<file path="src/rtl/iter_multdiv.sv">
// iter_multdiv: iterative signed 32-bit multiply / divide unit.
// A request seen in IDLE latches operand magnitudes and sign flags, then
// 32 single-bit steps run (shift-add for multiply, restoring for divide).
// The sign-corrected result and exception flag are registered on the last
// step, and data_resultRDY pulses for the one DONE cycle that follows.
// DONE always falls back to IDLE, so a request level that is still held
// from the finished instruction cannot restart the unit early.

module iter_multdiv (
    input  logic        clock,
    input  logic        reset,
    input  logic [31:0] data_operandA,
    input  logic [31:0] data_operandB,
    input  logic        ctrl_MULT,
    input  logic        ctrl_DIV,
    output logic [31:0] data_result,
    output logic        data_exception,
    output logic        data_resultRDY
);

    typedef enum logic [1:0] {
        IDLE = 2'd0,
        MUL  = 2'd1,
        DIV  = 2'd2,
        DONE = 2'd3
    } state_t;

    state_t      state;
    state_t      state_next;

    logic [5:0]  count;
    logic [5:0]  count_next;
    logic [63:0] work;
    logic [63:0] work_next;
    logic [31:0] operand;
    logic [31:0] operand_next;
    logic        sign_a;
    logic        sign_a_next;
    logic        sign_b;
    logic        sign_b_next;
    logic        a_nonzero;
    logic        a_nonzero_next;

    logic [31:0] result_next;
    logic        exception_next;
    logic        rdy_next;

    logic [31:0] mag_a;
    logic [31:0] mag_b;

    logic [32:0] mul_sum;
    logic [63:0] mul_step;
    logic        mul_neg;
    logic [63:0] prod_signed;
    logic        mul_exc;

    logic [63:0] div_shift;
    logic [32:0] div_diff;
    logic [63:0] div_step;
    logic [31:0] quot_mag;
    logic        div_neg;
    logic [31:0] div_res;
    logic        div_exc;

    logic        last_step;

    // Operand magnitudes; 0x80000000 maps onto unsigned 2^31 without overflow.
    always_comb begin
        mag_a = data_operandA[31] ? (~data_operandA + 32'd1) : data_operandA;
        mag_b = data_operandB[31] ? (~data_operandB + 32'd1) : data_operandB;
    end

    // One multiply step: conditionally add the multiplicand into the upper
    // half, then shift the whole 64-bit product/multiplier register right.
    always_comb begin
        mul_sum     = {1'b0, work[63:32]} + (work[0] ? {1'b0, operand} : 33'd0);
        mul_step    = {mul_sum, work[31:1]};
        mul_neg     = sign_a ^ sign_b;
        prod_signed = mul_neg ? (~mul_step + 64'd1) : mul_step;
        mul_exc     = !((&prod_signed[63:31]) || !(|prod_signed[63:31]));
    end

    // One restoring divide step: shift remainder:dividend left, trial
    // subtract the divisor and keep the difference only if it did not borrow.
    always_comb begin
        div_shift = {work[62:0], 1'b0};
        div_diff  = {1'b0, div_shift[63:32]} - {1'b0, operand};
        div_step  = div_diff[32] ? div_shift
                                 : {div_diff[31:0], div_shift[31:1], 1'b1};
        quot_mag  = div_step[31:0];
        div_neg   = (sign_a ^ sign_b) && a_nonzero;
    end

    // Final quotient with divide-by-zero and 0x80000000/-1 overflow handling.
    always_comb begin
        div_res = 32'd0;
        div_exc = 1'b0;
        if (operand == 32'd0) begin
            div_res = 32'd0;
            div_exc = 1'b1;
        end else if (!div_neg && quot_mag[31]) begin
            div_res = quot_mag;
            div_exc = 1'b1;
        end else begin
            div_res = div_neg ? (~quot_mag + 32'd1) : quot_mag;
            div_exc = 1'b0;
        end
    end

    // Next-state and datapath update; everything holds unless a state acts.
    always_comb begin
        state_next     = state;
        count_next     = count;
        work_next      = work;
        operand_next   = operand;
        sign_a_next    = sign_a;
        sign_b_next    = sign_b;
        a_nonzero_next = a_nonzero;
        result_next    = data_result;
        exception_next = data_exception;
        rdy_next       = 1'b0;
        last_step      = (count == 6'd31);

        case (state)
            IDLE: begin
                if (ctrl_MULT) begin
                    state_next     = MUL;
                    count_next     = 6'd0;
                    operand_next   = mag_a;
                    work_next      = {32'd0, mag_b};
                    sign_a_next    = data_operandA[31];
                    sign_b_next    = data_operandB[31];
                    a_nonzero_next = |data_operandA;
                end else if (ctrl_DIV) begin
                    state_next     = DIV;
                    count_next     = 6'd0;
                    operand_next   = mag_b;
                    work_next      = {32'd0, mag_a};
                    sign_a_next    = data_operandA[31];
                    sign_b_next    = data_operandB[31];
                    a_nonzero_next = |data_operandA;
                end
            end
            MUL: begin
                work_next  = mul_step;
                count_next = count + 6'd1;
                if (last_step) begin
                    state_next     = DONE;
                    result_next    = prod_signed[31:0];
                    exception_next = mul_exc;
                    rdy_next       = 1'b1;
                end
            end
            DIV: begin
                work_next  = div_step;
                count_next = count + 6'd1;
                if (last_step) begin
                    state_next     = DONE;
                    result_next    = div_res;
                    exception_next = div_exc;
                    rdy_next       = 1'b1;
                end
            end
            DONE: begin
                state_next = IDLE;
                count_next = 6'd0;
            end
            default: begin
                state_next = IDLE;
            end
        endcase
    end

    // State register; reset aborts any operation in flight.
    always_ff @(posedge clock or negedge reset) begin
        if (!reset) begin
            state <= IDLE;
        end else begin
            state <= state_next;
        end
    end

    // Datapath and output registers; outputs come straight from these flops.
    always_ff @(posedge clock or negedge reset) begin
        if (!reset) begin
            count          <= 6'd0;
            work           <= 64'd0;
            operand        <= 32'd0;
            sign_a         <= 1'b0;
            sign_b         <= 1'b0;
            a_nonzero      <= 1'b0;
            data_result    <= 32'd0;
            data_exception <= 1'b0;
            data_resultRDY <= 1'b0;
        end else begin
            count          <= count_next;
            work           <= work_next;
            operand        <= operand_next;
            sign_a         <= sign_a_next;
            sign_b         <= sign_b_next;
            a_nonzero      <= a_nonzero_next;
            data_result    <= result_next;
            data_exception <= exception_next;
            data_resultRDY <= rdy_next;
        end
    end

endmodule

</file>
<file path="config.mk">
export PLATFORM = sky130hd
export DESIGN_NAME = iter_multdiv
export DESIGN_NICKNAME = d
export VERILOG_FILES = /design/src/rtl/iter_multdiv.sv
export SDC_FILE = /design/constraint.sdc
export NUM_CORES = 1
export LEC_CHECK = 0
export ABC_CLOCK_PERIOD_IN_PS = 5000
export BUFFER_PORTS_ARGS = -buffer_cell sky130_fd_sc_hd__buf_2
export CAP_MARGIN = 10
export CORE_ASPECT_RATIO = 0.7
export CORE_MARGIN = 10
export CORE_UTILIZATION = 40
export DETAILED_ROUTE_END_ITERATION = 10
export GPL_TIMING_DRIVEN = 0
export REMOVE_ABC_BUFFERS = 1
export SETUP_SLACK_MARGIN = 0.5
export SYNTH_ARGS = -nofsm -noshare
export SYNTH_HDL_FRONTEND = slang
export SYNTH_SLANG_ARGS = --single-unit
export TNS_END_PERCENT = 30
</file>
<file path="constraint.sdc">
create_clock -name clock -period 5 [get_ports clock]
set_input_delay 0.75 -clock clock [delete_from_list [all_inputs] [get_ports clock]]
set_output_delay 0.75 -clock clock [all_outputs]
set_load 0.01 [all_outputs]
</file>
; Word-level counts from Yosys, hierarchy flattened
; Index checks and enable logic that the tools add are counted.
[word_totals]
register_bits = 141
in_bits = 68
[op_classes]
add_sub_neg = 7
n_eq_ne = 8
mux = 36
bitwise = 5
n_reduce_logical = 19
[op_table]
columns = cell, n
row1 = $mux 32, 10
row2 = $mux 64, 4
row3 = $pmux 64 s3, 1
row4 = $add 32x1->32 const B, 3
row5 = $not 32->32, 3
row6 = $add 64x1->64 const B, 1
row7 = $not 64->64, 1
row8 = $pmux 32 s2, 1
row9 = $add 32x32->33, 1
row10 = $reduce_and 33->1, 1
row11 = $reduce_or 33->1, 1
row12 = $sub 32x32->33, 1
row13 = $logic_not 32->1, 1
row14 = $reduce_or 32->1, 1
row15 = $pmux 6 s3, 1
row16 = $mux 1, 12
row17 = $mux 6, 2
row18 = $add 6x1->6 const B, 1
row19 = $eq 6x5->1 const B, 1
row20 = $mux 2, 3
row21 = $pmux 2 s3, 1
row22 = $reduce_and 2->1, 3
row23 = $eq 2x2->1 const B, 2
row24 = $ne 2x2->1 const B, 2
row25 = other kinds (13), 17

; Longest topological paths before layout
; Gate-level depths: netlist of run 1.
[depth]
word_depth = 11
ltp_mapped = 23
ltp_nobuf = 20

; Worst setup path after synthesis of run 1
; No wires, ideal clock.
[synth_timing]
kind = reg2reg
start = reg work[0]
end = reg data_exception
arrival_ns = 4.435
slack_ns = 0.432
path_stages_with_launch = 19
n_path_buf = 2
path_cell_list = dfrtp_1 -> clkinv_1 -> clkbuf_1 -> nor2_1 -> ha_1 -> o21ai_0 -> or2_2 -> a2111oi_2 -> nor2_1 -> xnor2_1 -> a211oi_1 -> and2_2 -> buf_2 -> a21oi_1 -> xnor2_1 -> o21ai_0 -> or3b_2 -> nor4b_1 -> a21oi_1
[synth_via]
elab_chain_cells = 11
elab_cells_between_ends = 12
classes_between = add/sub: 2 / mux: 4 / bitwise: 1 / reduce/logical: 5
[synth_lines]
columns = item, line
row1 = from (decl), 33  ; logic [63:0] work;
row2 = from (signal assigned), 197  ; work <= work_next;
row3 = $mux 32 *, 76  ; mul_sum = {1'b0, work[63:32]} + (work[0] ? {1'b0, operand} : 33'd0);
row4 = $add 32x32->33 *, 76
row5 = $not 64->64, 79  ; prod_signed = mul_neg ? (~mul_step + 64'd1) : mul_step;
row6 = $add 64x1->64, 79
row7 = $mux 64 *, 79
row8 = $reduce_or 33->1, 80  ; mul_exc = !((&prod_signed[63:31]) || !(|prod_signed[63:31]));
row9 = $logic_not 1->1, 80
row10 = $logic_or 1x1->1 *, 80
row11 = $logic_not 1->1 *, 80
row12 = $mux 1 *, 147  ; if (last_step) begin
row13 = $pmux 1 s2 *, 124  ; case (state)
row14 = to (signal assigned), 203  ; data_exception <= exception_next;
row15 = to (decl), 17  ; output logic data_exception,
; Mark *: on every way between the ends. The rest lies on a longest branch, timed or not. The select of a mux whose other input is x is not followed.
; A chain may end at the register's enable or synchronous reset.

; Worst setup path in the final report of run 1
; Ends and elaborated chain as after synthesis.

==> results.py, run 1 <==
metrics = {
    "yosys": {
        "synth_commonest_cells": "nand2_1, nor2_1, o21ai_0",
        "synth_area_sq_um": 15200,
        "synth_seq_cells": 141,
        "synth_seq_area_share_pct": 23.2,
        "ys_async_sr_fraction_pct": 100,
        "yosysWarnings": 0,
        "synth_area_leader_cell": "dfrtp_1",
        "synth_top_area_share_pct": 23.2,
        "synth_edf_count": 0,
        "synth_area_leaders": "dfrtp_1, o21ai_0, ha_1",
        "synthFlopType": "dfrtp_1",
        "synth.most_common_cell": "nand2_1",
        "syn_area_per_cell_sq_um": 7.44,
        "postSynthCellCount": 2047,
        "synth_cell_types": 97,
    },
    "setup_path": {
        "crit_type": "flop to flop",
        "crit_top_cell": "nand4_1",
        "cp_cell_sequence": "and2_4 -> ha_4 -> fa_2 -> a211oi_4 -> buf_4 -> o21ai_4 -> nand4_1 -> buf_4 -> and3b_2 -> o221ai_4 -> nor4_4 -> a31oi_2 -> xnor2_2 -> nand4_1 -> nor3_4 -> nand4_1 -> o41ai_2 -> a21oi_2",
        "crit_arrival_ns": 5.02,
        "crit_required_ns": 5.32,
        "crit_fanout": 5,
        "max_stage_delay_ns": 0.46,
        "start_kind": "flop",
        "r2r_cells": 18,
        "critPathCaptureType": "flop",
        "cp_slowest_cell": "dfrtp_2",
    },
    "detailed_routing": {
        "routed-via-count": 16100,
        "wl_um": 56300,
        "first_pass_iters": 5,
        "via_per_inst": 6.18,
        "detail-route-antenna-nets": 0,
        "wire_per_inst_um": 21.7,
        "drc_errors": 0,
        "drtIter0Drc": 1727,
    },
    "die": {
        "chipWidth_um": 253,
        "dieArea_sq_um": 46400,
        "num_rows": 59,
        "die_y_um": 183,
        "design.portCount": 102,
        "start_util_pct": 40.8,
        "core_sq_um": 37400,
    },
    "placement": {
        "gp_congestion": 0.929,
        "pre_cts_ws_ns": -1.75,
        "placed_cells": 2500,
        "io_buffer_count": 101,
        "hpwl_um": 41100,
    },
    "sta": {
        "period_share_pct": 94.1,
        "max_freq_mhz": 213,
        "min_period_ns": 4.70,
        "setup_violations": 0,
        "max_slew_margin_pct": 29.0,
        "setup_tns_ns": 0,
        "worst_slack_ns": 0.295,
        "worst_pin_slew_ns": 1.06,
        "fin_skew_ns": 0.0104,
        "rsz0062_at_grt": "yes",
        "hold_viol": 0,
        "drv_slew": 0,
    },
    "global_route": {
        "track_usage_pct": 23.5,
        "grt_max_degree": 114,
        "antenna_found_initial": 0,
        "grt-ovfl-total": 0,
        "grt_pass1_wl_um": 86400,
        "grt_pass1_vias": 14700,
    },
    "clocking": {
        "cts_tree": "yes",
        "root_buffer": "clkbuf_16",
        "clock-sinks": 141,
        "ctsHoldBuffers": 0,
        "clkTransAtPathRegs_ns": 0.07,
        "insertion_delay_ns": 0.45,
        "cts_buffers": 17,
        "h-tree-depth": 4,
        "clockBufferDepth": 2,
    },
    "flow_run": {
        "max_cap_violations": 0,
    },
    "power_and_ir_drop": {
        "clockPowerShare_pct": 9.7,
        "power_leakage_nw": 7.30,
        "ir_worst_vdd_v": 0.000552,
        "power.internal_mw": 5.93,
        "pwr-share-seq_pct": 17.4,
        "p_switching_mw": 7.08,
        "powerDensity_nw_per_um2": 728,
        "combPwrFrac_pct": 72.8,
        "p_sw_share_pct": 54.4,
        "power_mw": 13.0,
    },
    "final_layout": {
        "finalNetCount": 2239,
        "fillerInstances": 3677,
        "final_cell_count_no_fill": 2596,
        "drive_gt1_share_pct": 17.3,
        "synthToLayoutAreaGrowth_pct": 17.3,
        "final_core_util_pct": 47.8,
        "n_antenna_cell": 0,
    },
    "run_status": {
        "status": "finished, final reports clean",
    },
    "worst_hold_path": {
        "hp-class": "primary input to async pin",
    },
}
==> power groups by stage <==
stage,logic [mW],registers (mW),clock network (mW)
finish,9.47,2.27,1.26
global route,10.3,2.32,1.31
CTS,8.87,2.22,1.27
detailed placement,8.08,2.24,0
global placement,7.78,2.22,0
floorplan,5.89,1.94,0
==> worst paths after layout <==
| check | end | slack (ns) | startpoint |
|---|---|---|---|
| max reg2reg | data_exception | 0.30 | work[0] |
| max in group asynchronous | operand[1] | 3.84 | reset |
| min in group clock | data_result[24] | 0.48 | data_result[24] |
| max | data_exception | 0.30 | work[0] |
| min reg2reg | data_result[24] | 0.48 | data_result[24] |
| min | data_result[18] | 0.25 | reset |
==> cells by family after synthesis <==
| kind of cell | count (synthesis) | synth area share, % |
|---|---|---|
| xor+xnor | 181 | 10.4 |
| fa+ha+maj | 76 | 6.34 |
| buf+inv | 216 | 6.17 |
| flops | 141 | 23.2 |
| compound gates | 719 | 30.5 |
| mux | 13 | 0.879 |
| simple gates | 701 | 22.5 |
==> per-layer routing <==
| metal | part of all wire (%) | GRT usage, % | vias up |
|---|---|---|---|
| met1 | 49 | 35.4 | 7687 |
| met4 | 1.1 | 5.21 | 0 |
| met2 | 41 | 32.4 | 713 |
| met3 | 9.6 | 5.96 | 46 |
| li1 | - | - | 7610 |
| met5 | 0 | 0 | - |
==> metrics by stage <==
| step | hold WS, ns | instance area [sq um] |
|---|---|---|
| 2_1_floorplan | 0.454 | 14500 |
| 3_3_place_gp | 0.463 | 15700 |
| 3_5_place_dp | 0.475 | 16000 |
| 4_1_cts | 0.251 | 17400 |
| 5_1_grt | 0.283 | 17900 |
| 6_report | 0.247 | 17900 |
==> registers in the layout (all words and copies together) (netlist names) <==
register and flops:
a_nonzero 1, count 6, data_exception 1, data_result 32, data_resultRDY 1, operand 32, sign_a 1, sign_b 1
state 2, work 64
==> repair_timing <==
item                                   in CTS  in global routing
endpoints found under the hold margin       0                  0
setup endpoints to repair                  63                 23
pin swaps                                  39                 38
gates cloned                                3                  0
setup buffers                              37                 22
gates resized for setup                    90                 65
==> placed cells by master, fill, tap and decap left out, types with 12 or more instances in the layout <==
| master | synthesis | layout |
|---|---|---|
| nand2_1 | 216 | 215 |
| nor2_1 | 210 | 203 |
| o21ai_0 | 194 | 185 |
| a21oi_1 | 167 | 158 |
| dfrtp_1 | 141 | 137 |
| buf_2 | 3 | 100 |
| xnor2_1 | 100 | 95 |
| xor2_1 | 81 | 73 |
| inv_1 | 67 | 66 |
| ha_1 | 74 | 58 |
| buf_4 | 2 | 58 |
| o31ai_1 | 52 | 49 |
| nand3_1 | 41 | 40 |
| o21a_1 | 40 | 40 |
| a31oi_1 | 35 | 34 |
| nor3_1 | 34 | 30 |
| a221oi_1 | 29 | 29 |
| a21o_1 | 26 | 26 |
| nor4_1 | 32 | 25 |
| a22oi_1 | 25 | 24 |
| or3_1 | 23 | 23 |
| o221ai_1 | 25 | 23 |
| nand4_1 | 18 | 18 |
| clkbuf_16 | 0 | 17 |
| nor2b_1 | 16 | 16 |
| or4_1 | 16 | 16 |
| a211oi_1 | 23 | 16 |
| and3_1 | 12 | 12 |
| nand2b_1 | 12 | 12 |
| or2_2 | 14 | 12 |
| ha_2 | 0 | 12 |
==> layout make-up <==
| cell class | instances | area [sq um] | area share [%] |
|---|---|---|---|
| inverters | 69 | 284 | 1.59 |
| repair inverters | 3 | 23.8 | 0.133 |
| clock inverters | 15 | 125 | 0.701 |
| clock buffers | 17 | 425 | 2.38 |
| well taps | 488 | 611 | 3.42 |
| multi-input cells | 1690 | 11600 | 64.9 |
| repair buffers | 173 | 1260 | 7.06 |
| flip-flops and latches | 141 | 3530 | 19.8 |
==> worst max-delay path: cells and delay by family, from the launching register on <==
kind | cells | cell delay [ns]
DFF | 1 | 0.46
buffers and inverters | 2 | 0.33
xor gates and xnor gates | 1 | 0.31
AOI/OAI and AO/OA | 6 | 1.21
adders and majority gates | 2 | 0.57
and+or+nand+nor | 7 | 1.67
Power figures use the tool's default switching activity.
==> inputs of run 2 (changes only) <==
--- a/config.mk
+++ b/config.mk
@@ -5,6 +5,7 @@
 export SDC_FILE = /design/constraint.sdc
 export NUM_CORES = 1
 export LEC_CHECK = 0
+export ABC_AREA = 1
 export ABC_CLOCK_PERIOD_IN_PS = 5000
 export BUFFER_PORTS_ARGS = -buffer_cell sky130_fd_sc_hd__buf_2
 export CAP_MARGIN = 10
==> run 2 against run 1 <==
Compared with the run above: total power increased by 0.59%; sequential share of layout area down 0.68 points; global-route usage increased by 3.9 points; register-to-register slack improved by 0.35 ns; clock power increased by 16%; area after synthesis grew 9.0%; combinational power up 0.8%; worst hold slack got worse by 0.0023 ns; final cell count up 30%; core utilization decreased by 2.7 points.
==> results.py, run 2 <==
metrics = {
    "placement": {
        "post_dp_cell_area_sq_um": 17600,
        "gp_congestion": 1.00,
        "pre_cts_ws_ns": -0.149,
        "placed_cells": 3333,
        "io_buffer_count": 101,
        "hpwl_um": 56600,
    },
    "sta": {
        "period_share_pct": 87.0,
        "setup_violations": 0,
        "worst_pin_slew_ns": 1.40,
        "max_slew_margin_pct": 6.66,
        "hold-worst-slack_ns": 0.245,
        "rsz0062_at_grt": "yes",
        "drv_slew": 0,
        "fin_skew_ns": 0.00960,
        "max_freq_mhz": 230,
        "setup_tns_ns": 0,
        "worst_slack_ns": 0.650,
        "hold_viol": 0,
        "min_period_ns": 4.35,
    },
    "global_route": {
        "grt_pass1_vias": 17600,
        "grt-ovfl-total": 0,
        "antenna_found_initial": 3,
        "grt_max_degree": 90,
        "grt_pass1_wl_um": 108000,
        "track_usage_pct": 27.4,
    },
    "die": {
        "num_rows": 62,
        "die_y_um": 190,
        "chipWidth_um": 263,
        "core_sq_um": 41000,
        "dieArea_sq_um": 50200,
        "start_util_pct": 40.5,
        "design.portCount": 102,
    },
    "power_and_ir_drop": {
        "power_leakage_nw": 9.58,
        "powerDensity_nw_per_um2": 707,
        "power_mw": 13.1,
        "ir_worst_vdd_v": 0.000738,
    },
    "setup_path": {
        "r2r_start": "work[0]",
        "endpoint": "data_exception",
        "r2r_cells": 24,
        "crit_fanout": 18,
        "crit_required_ns": 5.34,
        "r2r_end": "data_exception",
        "cp_cell_sequence": "nand2_1 -> inv_1 -> ha_1 -> fa_2 -> nor2_1 -> nor2_1 -> nor2_1 -> nand3_1 -> nor2_1 -> nand3_1 -> clkinv_1 -> nand2_1 -> nor2_1 -> nand2_1 -> nor2_1 -> nand2_1 -> nand2_1 -> nand2_1 -> nand2_1 -> nand2_1 -> nor2_1 -> nand4_1 -> nand3_2 -> a21oi_2",
        "critPathCaptureType": "flop",
        "crit_type": "flop to flop",
        "r2r_slack_ns": 0.65,
        "max_stage_delay_ns": 0.61,
        "cp_slowest_cell": "dfrtp_4",
        "crit_top_cell": "nand2_1",
        "start_kind": "flop",
        "crit_arrival_ns": 4.69,
        "startpoint": "work[0]",
    },
    "clocking": {
        "insertion_delay_ns": 0.47,
        "clock-sinks": 141,
        "clockBufferDepth": 2,
        "cts_buffers": 17,
        "h-tree-depth": 4,
        "cts_tree": "yes",
        "clkTransAtPathRegs_ns": 0.07,
        "ctsHoldBuffers": 0,
        "root_buffer": "clkbuf_16",
    },
    "yosys": {
        "yosysWarnings": 0,
        "ys_async_sr_fraction_pct": 100,
        "synth.most_common_cell": "nand2_1",
        "synth_area_leaders": "dfrtp_1, nand2_1, inv_1",
        "synth_area_leader_cell": "dfrtp_1",
        "synthFlopType": "dfrtp_1",
        "synth_commonest_cells": "nand2_1, inv_1, nor2_1",
        "synth_seq_cells": 141,
        "syn_area_per_cell_sq_um": 5.98,
        "synth_top_area_share_pct": 21.3,
        "synth_edf_count": 0,
        "synth_cell_types": 59,
        "synth_seq_area_share_pct": 21.3,
        "synth_area_sq_um": 16600,
        "postSynthCellCount": 2778,
    },
    "final_layout": {
        "seqCellArea_sq_um": 3530,
        "largest_register_ffs": 64,
        "top_regs": "work: 64 flops, data_result: 32 flops, operand: 32 flops",
        "fillerInstances": 4391,
        "top_register": "work",
        "finalNetCount": 2959,
        "final_cell_count_no_fill": 3376,
        "final_cell_mix": "nand2_1, inv_1, nor2_1, nand3_1, o21ai_0",
        "synthToLayoutAreaGrowth_pct": 11.4,
        "final_common_cell": "nand2_1",
        "fin_area_sq_um": 18500,
        "drive_gt1_share_pct": 9.55,
        "final_core_util_pct": 45.1,
        "multi_input_comb_area_sq_um": 11300,
    },
    "worst_hold_path": {
        "hp-class": "primary input to async pin",
    },
    "flow_run": {
        "max_cap_violations": 0,
    },
    "detailed_routing": {
        "drc_errors": 0,
        "drtIter0Drc": 2503,
        "first_pass_iters": 5,
        "via_per_inst": 5.70,
        "detail-route-antenna-nets": 0,
        "routed-via-count": 19300,
        "wire_per_inst_um": 21.1,
        "wl_um": 71300,
    },
    "run_status": {
        "status": "finished, final reports clean",
    },
}
[run 2: cell types whose count changed in the layout (fill, tap and decap cells not counted), sizes merged, moves of 25 or more]
cell	previous run	this run
a21o	27	2
a21oi	167	125
a221oi	29	1
buf	173	116
inv	78	367
nand2	216	832
nand3	41	203
nor2	210	317
o21a	40	5
o22ai	2	64
o31ai	52	8
or3	25	0
xnor2	100	42
xor2	81	51
[run 2: routing by layer]
layer	routed length (um)	vias to the layer above	part of all wire, %	track usage (%)
met1	34100	9031	48	41.3
met3	8240	81	12	7.91
li1	-	9203	-	-
met5	222	-	0.31	3.08
met4	1100	4	1.5	5.60
met2	27600	939	39	37.0
[run 2: how the worst min path moves through the flow]
stage | depth (start not counted) | slack, ns | start | endpoint
detailed placement | 2 | 0.46 | data_result[6] | data_result[6]
floorplan | 1 | 0.44 | count[5] | count[5]
global placement | 1 | 0.46 | count[5] | count[5]
CTS | 1 | 0.29 | reset | work[34]
finish | 1 | 0.24 | reset | work[34]
global route | 1 | 0.29 | reset | work[34]
[run 2: power breakdown]
| part | total, mW | internal [mW] | switching [mW] |
|---|---|---|---|
| clock | 1.46 | 0.863 | 0.593 |
| sequential | 2.08 | 1.52 | 0.563 |
| combinational | 9.55 | 2.89 | 6.66 |
| total | 13.1 | 5.26 | 7.82 |
[run 2: kinds of logic (layout without fill, tap and decap cells)]
family | count (synthesis) | count (layout) | synth area share [%]
AOI/OAI and AO/OA | 525 | 525 | 19.0
and+or+nand+nor | 1463 | 1463 | 38.1
adders and majority gates | 76 | 76 | 5.82
buffers and inverters | 480 | 530 | 11.0
xor gates and xnor gates | 93 | 93 | 4.91
DFF | 141 | 141 | 21.3
other | 0 | 4 | 0
[run 2: layout make-up]
| type | count | area share (%) |
|---|---|---|
| Inverter | 381 | 7.88 |
| Sequential cell | 141 | 19.1 |
| Antenna cell | 4 | 0.0541 |
| Timing Repair Buffer | 117 | 4.59 |
| Multi-Input combinational cell | 2157 | 61.2 |
| Clock buffer | 19 | 2.45 |
| Tap cell | 544 | 3.68 |
| Clock inverter | 13 | 1.03 |
[run 2: worst max-delay path: cells and delay by family, from the launching register on]
| kind | cells | cell delay (ns) |
|---|---|---|
| and+or+nand+nor | 19 | 2.66 |
| adders and majority gates | 2 | 0.71 |
| DFF | 1 | 0.61 |
| buffers and inverters | 2 | 0.13 |
| AOI/OAI and AO/OA | 1 | 0.07 |
[run 2: timing repair]
action                     4_1_cts  5_1_grt
gates cloned                     0        0
setup endpoints to repair       56        6
gates resized for setup          9        7
pin swaps                        0        1
setup buffers                    1        2
==> inputs of run 3 (changes only) <==
--- a/config.mk
+++ b/config.mk
@@ -5,9 +5,9 @@
 export SDC_FILE = /design/constraint.sdc
 export NUM_CORES = 1
 export LEC_CHECK = 0
-export ABC_AREA = 1
+export ABC_AREA = 0
 export ABC_CLOCK_PERIOD_IN_PS = 5000
-export BUFFER_PORTS_ARGS = -buffer_cell sky130_fd_sc_hd__buf_2
+export BUFFER_PORTS_ARGS = -buffer_cell sky130_fd_sc_hd__buf_4
 export CAP_MARGIN = 10
 export CORE_ASPECT_RATIO = 0.7
 export CORE_MARGIN = 10
==> run 3 against run 2 <==
Compared with the run above: routed wire length is 21% lower; critical path depth is 6 lower; total power is 1.1% lower; sequential power is 9% higher; worst hold slack better by 0.022 ns; setup slack worse by 0.39 ns; combinational power is 1% lower; design area is 2.3% lower; clock-buffer cell count is 1 higher; largest cell class unchanged; largest power group unchanged.
==> results.py, run 3 (synthesis gave the netlist of run 1 again) <==
metrics = {
    "final_layout": {
        "top_regs": "work: 64 flops, data_result: 32 flops, operand: 32 flops",
        "multi_input_comb_area_sq_um": 11600,
        "seqCellArea_sq_um": 3530,
        "final_cell_mix": "nand2_1, nor2_1, o21ai_0, a21oi_1, buf_4",
        "fillerInstances": 3667,
        "final_common_cell": "nand2_1",
        "drive_gt1_share_pct": 16.9,
        "synthToLayoutAreaGrowth_pct": 18.7,
        "largest_register_ffs": 64,
        "final_cell_count_no_fill": 2596,
        "finalNetCount": 2238,
        "top_register": "work",
    },
    "sta": {
        "worst_pin_slew_ns": 1.08,
        "max_slew_margin_pct": 27.8,
        "setup_tns_ns": 0,
        "period_share_pct": 94.9,
        "min_period_ns": 4.74,
        "fin_skew_ns": 0.0123,
        "hold_viol": 0,
        "hold-worst-slack_ns": 0.267,
        "rsz0062_at_grt": "yes",
        "setup_violations": 0,
        "max_freq_mhz": 211,
        "drv_slew": 0,
    },
    "placement": {
        "io_buffer_count": 101,
        "gp_congestion": 0.917,
        "placed_cells": 2501,
        "hpwl_um": 41500,
    },
    "die": {
        "num_rows": 59,
        "start_util_pct": 40.8,
        "dieArea_sq_um": 46400,
        "chipWidth_um": 253,
        "die_y_um": 183,
        "design.portCount": 102,
        "core_sq_um": 37400,
    },
    "setup_path": {
        "max_stage_delay_ns": 0.47,
        "cp_cell_sequence": "and2_4 -> ha_4 -> fa_2 -> a211oi_4 -> or2_4 -> a2111oi_4 -> buf_4 -> buf_4 -> o21a_2 -> o21ai_2 -> o2111ai_2 -> nor3_2 -> buf_4 -> a31oi_1 -> xnor2_1 -> or2b_2 -> o41ai_2 -> a21oi_2",
        "crit_type": "flop to flop",
        "crit_fanout": 6,
        "critPathCaptureType": "flop",
        "crit_arrival_ns": 5.06,
        "path_delay_family": "compound AO/OA/AOI/OAI gates",
        "start_kind": "flop",
        "path_buf_inv": 3,
        "crit_required_ns": 5.32,
        "crit_top_cell": "buf_4",
        "startpoint": "operand[0]",
        "r2r_start": "operand[0]",
        "cp_slowest_cell": "dfrtp_2",
    },
    "global_route": {
        "grt_max_degree": 114,
        "antenna_found_initial": 1,
        "grt_pass1_wl_um": 86400,
        "track_usage_pct": 23.4,
        "grt_pass1_vias": 14900,
        "grt-ovfl-total": 0,
    },
    "power_and_ir_drop": {
        "power_leakage_nw": 7.36,
        "powerDensity_nw_per_um2": 716,
        "ir_worst_vdd_v": 0.000559,
    },
    "detailed_routing": {
        "first_pass_iters": 6,
        "drtIter0Drc": 2074,
        "wl_um": 56200,
        "detail-route-antenna-nets": 0,
        "routed-via-count": 16200,
        "drc_errors": 0,
        "via_per_inst": 6.26,
        "wire_per_inst_um": 21.7,
    },
    "clocking": {
        "h-tree-depth": 4,
        "clock-sinks": 141,
        "cts_buffers": 17,
        "cts_tree": "yes",
        "clkTransAtPathRegs_ns": 0.07,
        "insertion_delay_ns": 0.45,
        "root_buffer": "clkbuf_16",
        "clockBufferDepth": 2,
    },
    "worst_hold_path": {
        "hp-class": "primary input to async pin",
    },
    "flow_run": {
        "max_cap_violations": 0,
    },
    "run_status": {
        "status": "finished, final reports clean",
    },
}
==> run 3: cell count changes in the layout (fill, tap and decap cells not counted), sizes merged, moves of 25 or more <==
cell,before,now
o31ai,8,52
a21oi,125,167
xor2,51,81
buf,116,172
inv,367,74
nor2,317,210
a221oi,1,29
or3,0,25
nand2,832,216
a21o,2,27
xnor2,42,100
o22ai,64,2
o21a,5,40
nand3,203,41
==> run 3: final cells by class <==
| cell class | count | area share [%] |
|---|---|---|
| multi-input combinational | 1691 | 63.9 |
| sequential | 141 | 19.6 |
| timing repair buffer | 173 | 8.47 |
| tap | 488 | 3.38 |
| clock buffer | 20 | 2.53 |
| inverter | 69 | 1.53 |
| clock inverter | 12 | 0.561 |
| timing repair inverter | 1 | 0.0485 |
| antenna | 1 | 0.0138 |
==> run 3: power breakdown <==
group / internal, mW / switching, mW / total, mW
combinational: 3.73 / 5.69 / 9.42
sequential: 1.52 / 0.748 / 2.27
clock: 0.673 / 0.578 / 1.25
total: 5.93 / 7.01 / 12.9
==> run 3: final timing paths <==
kind / to / slack, ns / depth (start not counted)
setup / recovery: data_exception / 0.26 / 18
hold / removal: data_result[16] / 0.27 / 1
setup reg to reg: data_exception / 0.26 / 18
hold reg to reg: data_result[22] / 0.49 / 1
max in group asynchronous: operand[0] / 3.83 / 2
min in group clock: data_result[22] / 0.49 / 1
==> run 3: what timing repair did <==
item	in CTS	in global routing
resized for setup	87	58
hold buffers	0	0
buffers inserted	37	20
gates cloned	1	2
endpoints found under the setup margin	63	18
pin swaps	33	37
==> run 3: metrics by stage <==
stage	worst slack (ns)	power, mW	instance area (sq um)	utilization, %
final	0.256	12.9	18100	48.4
after global routing	0.119	13.9	18100	48.4
after CTS	0.308	12.3	17600	47.1
after detailed placement	-1.78	10.3	16300	43.5
after global placement	-2.46	10.0	15900	42.6
after floorplan	-0.174	7.83	14500	-
==> run 3: per-layer routing <==
layer | track usage [%] | vias up | routed length (um)
met2 | 32.8 | 732 | 22900
met5 | 0 | - | 11
li1 | - | 7599 | -
met3 | 5.32 | 63 | 5600
met1 | 35.0 | 7850 | 26900
met4 | 5.86 | 2 | 871
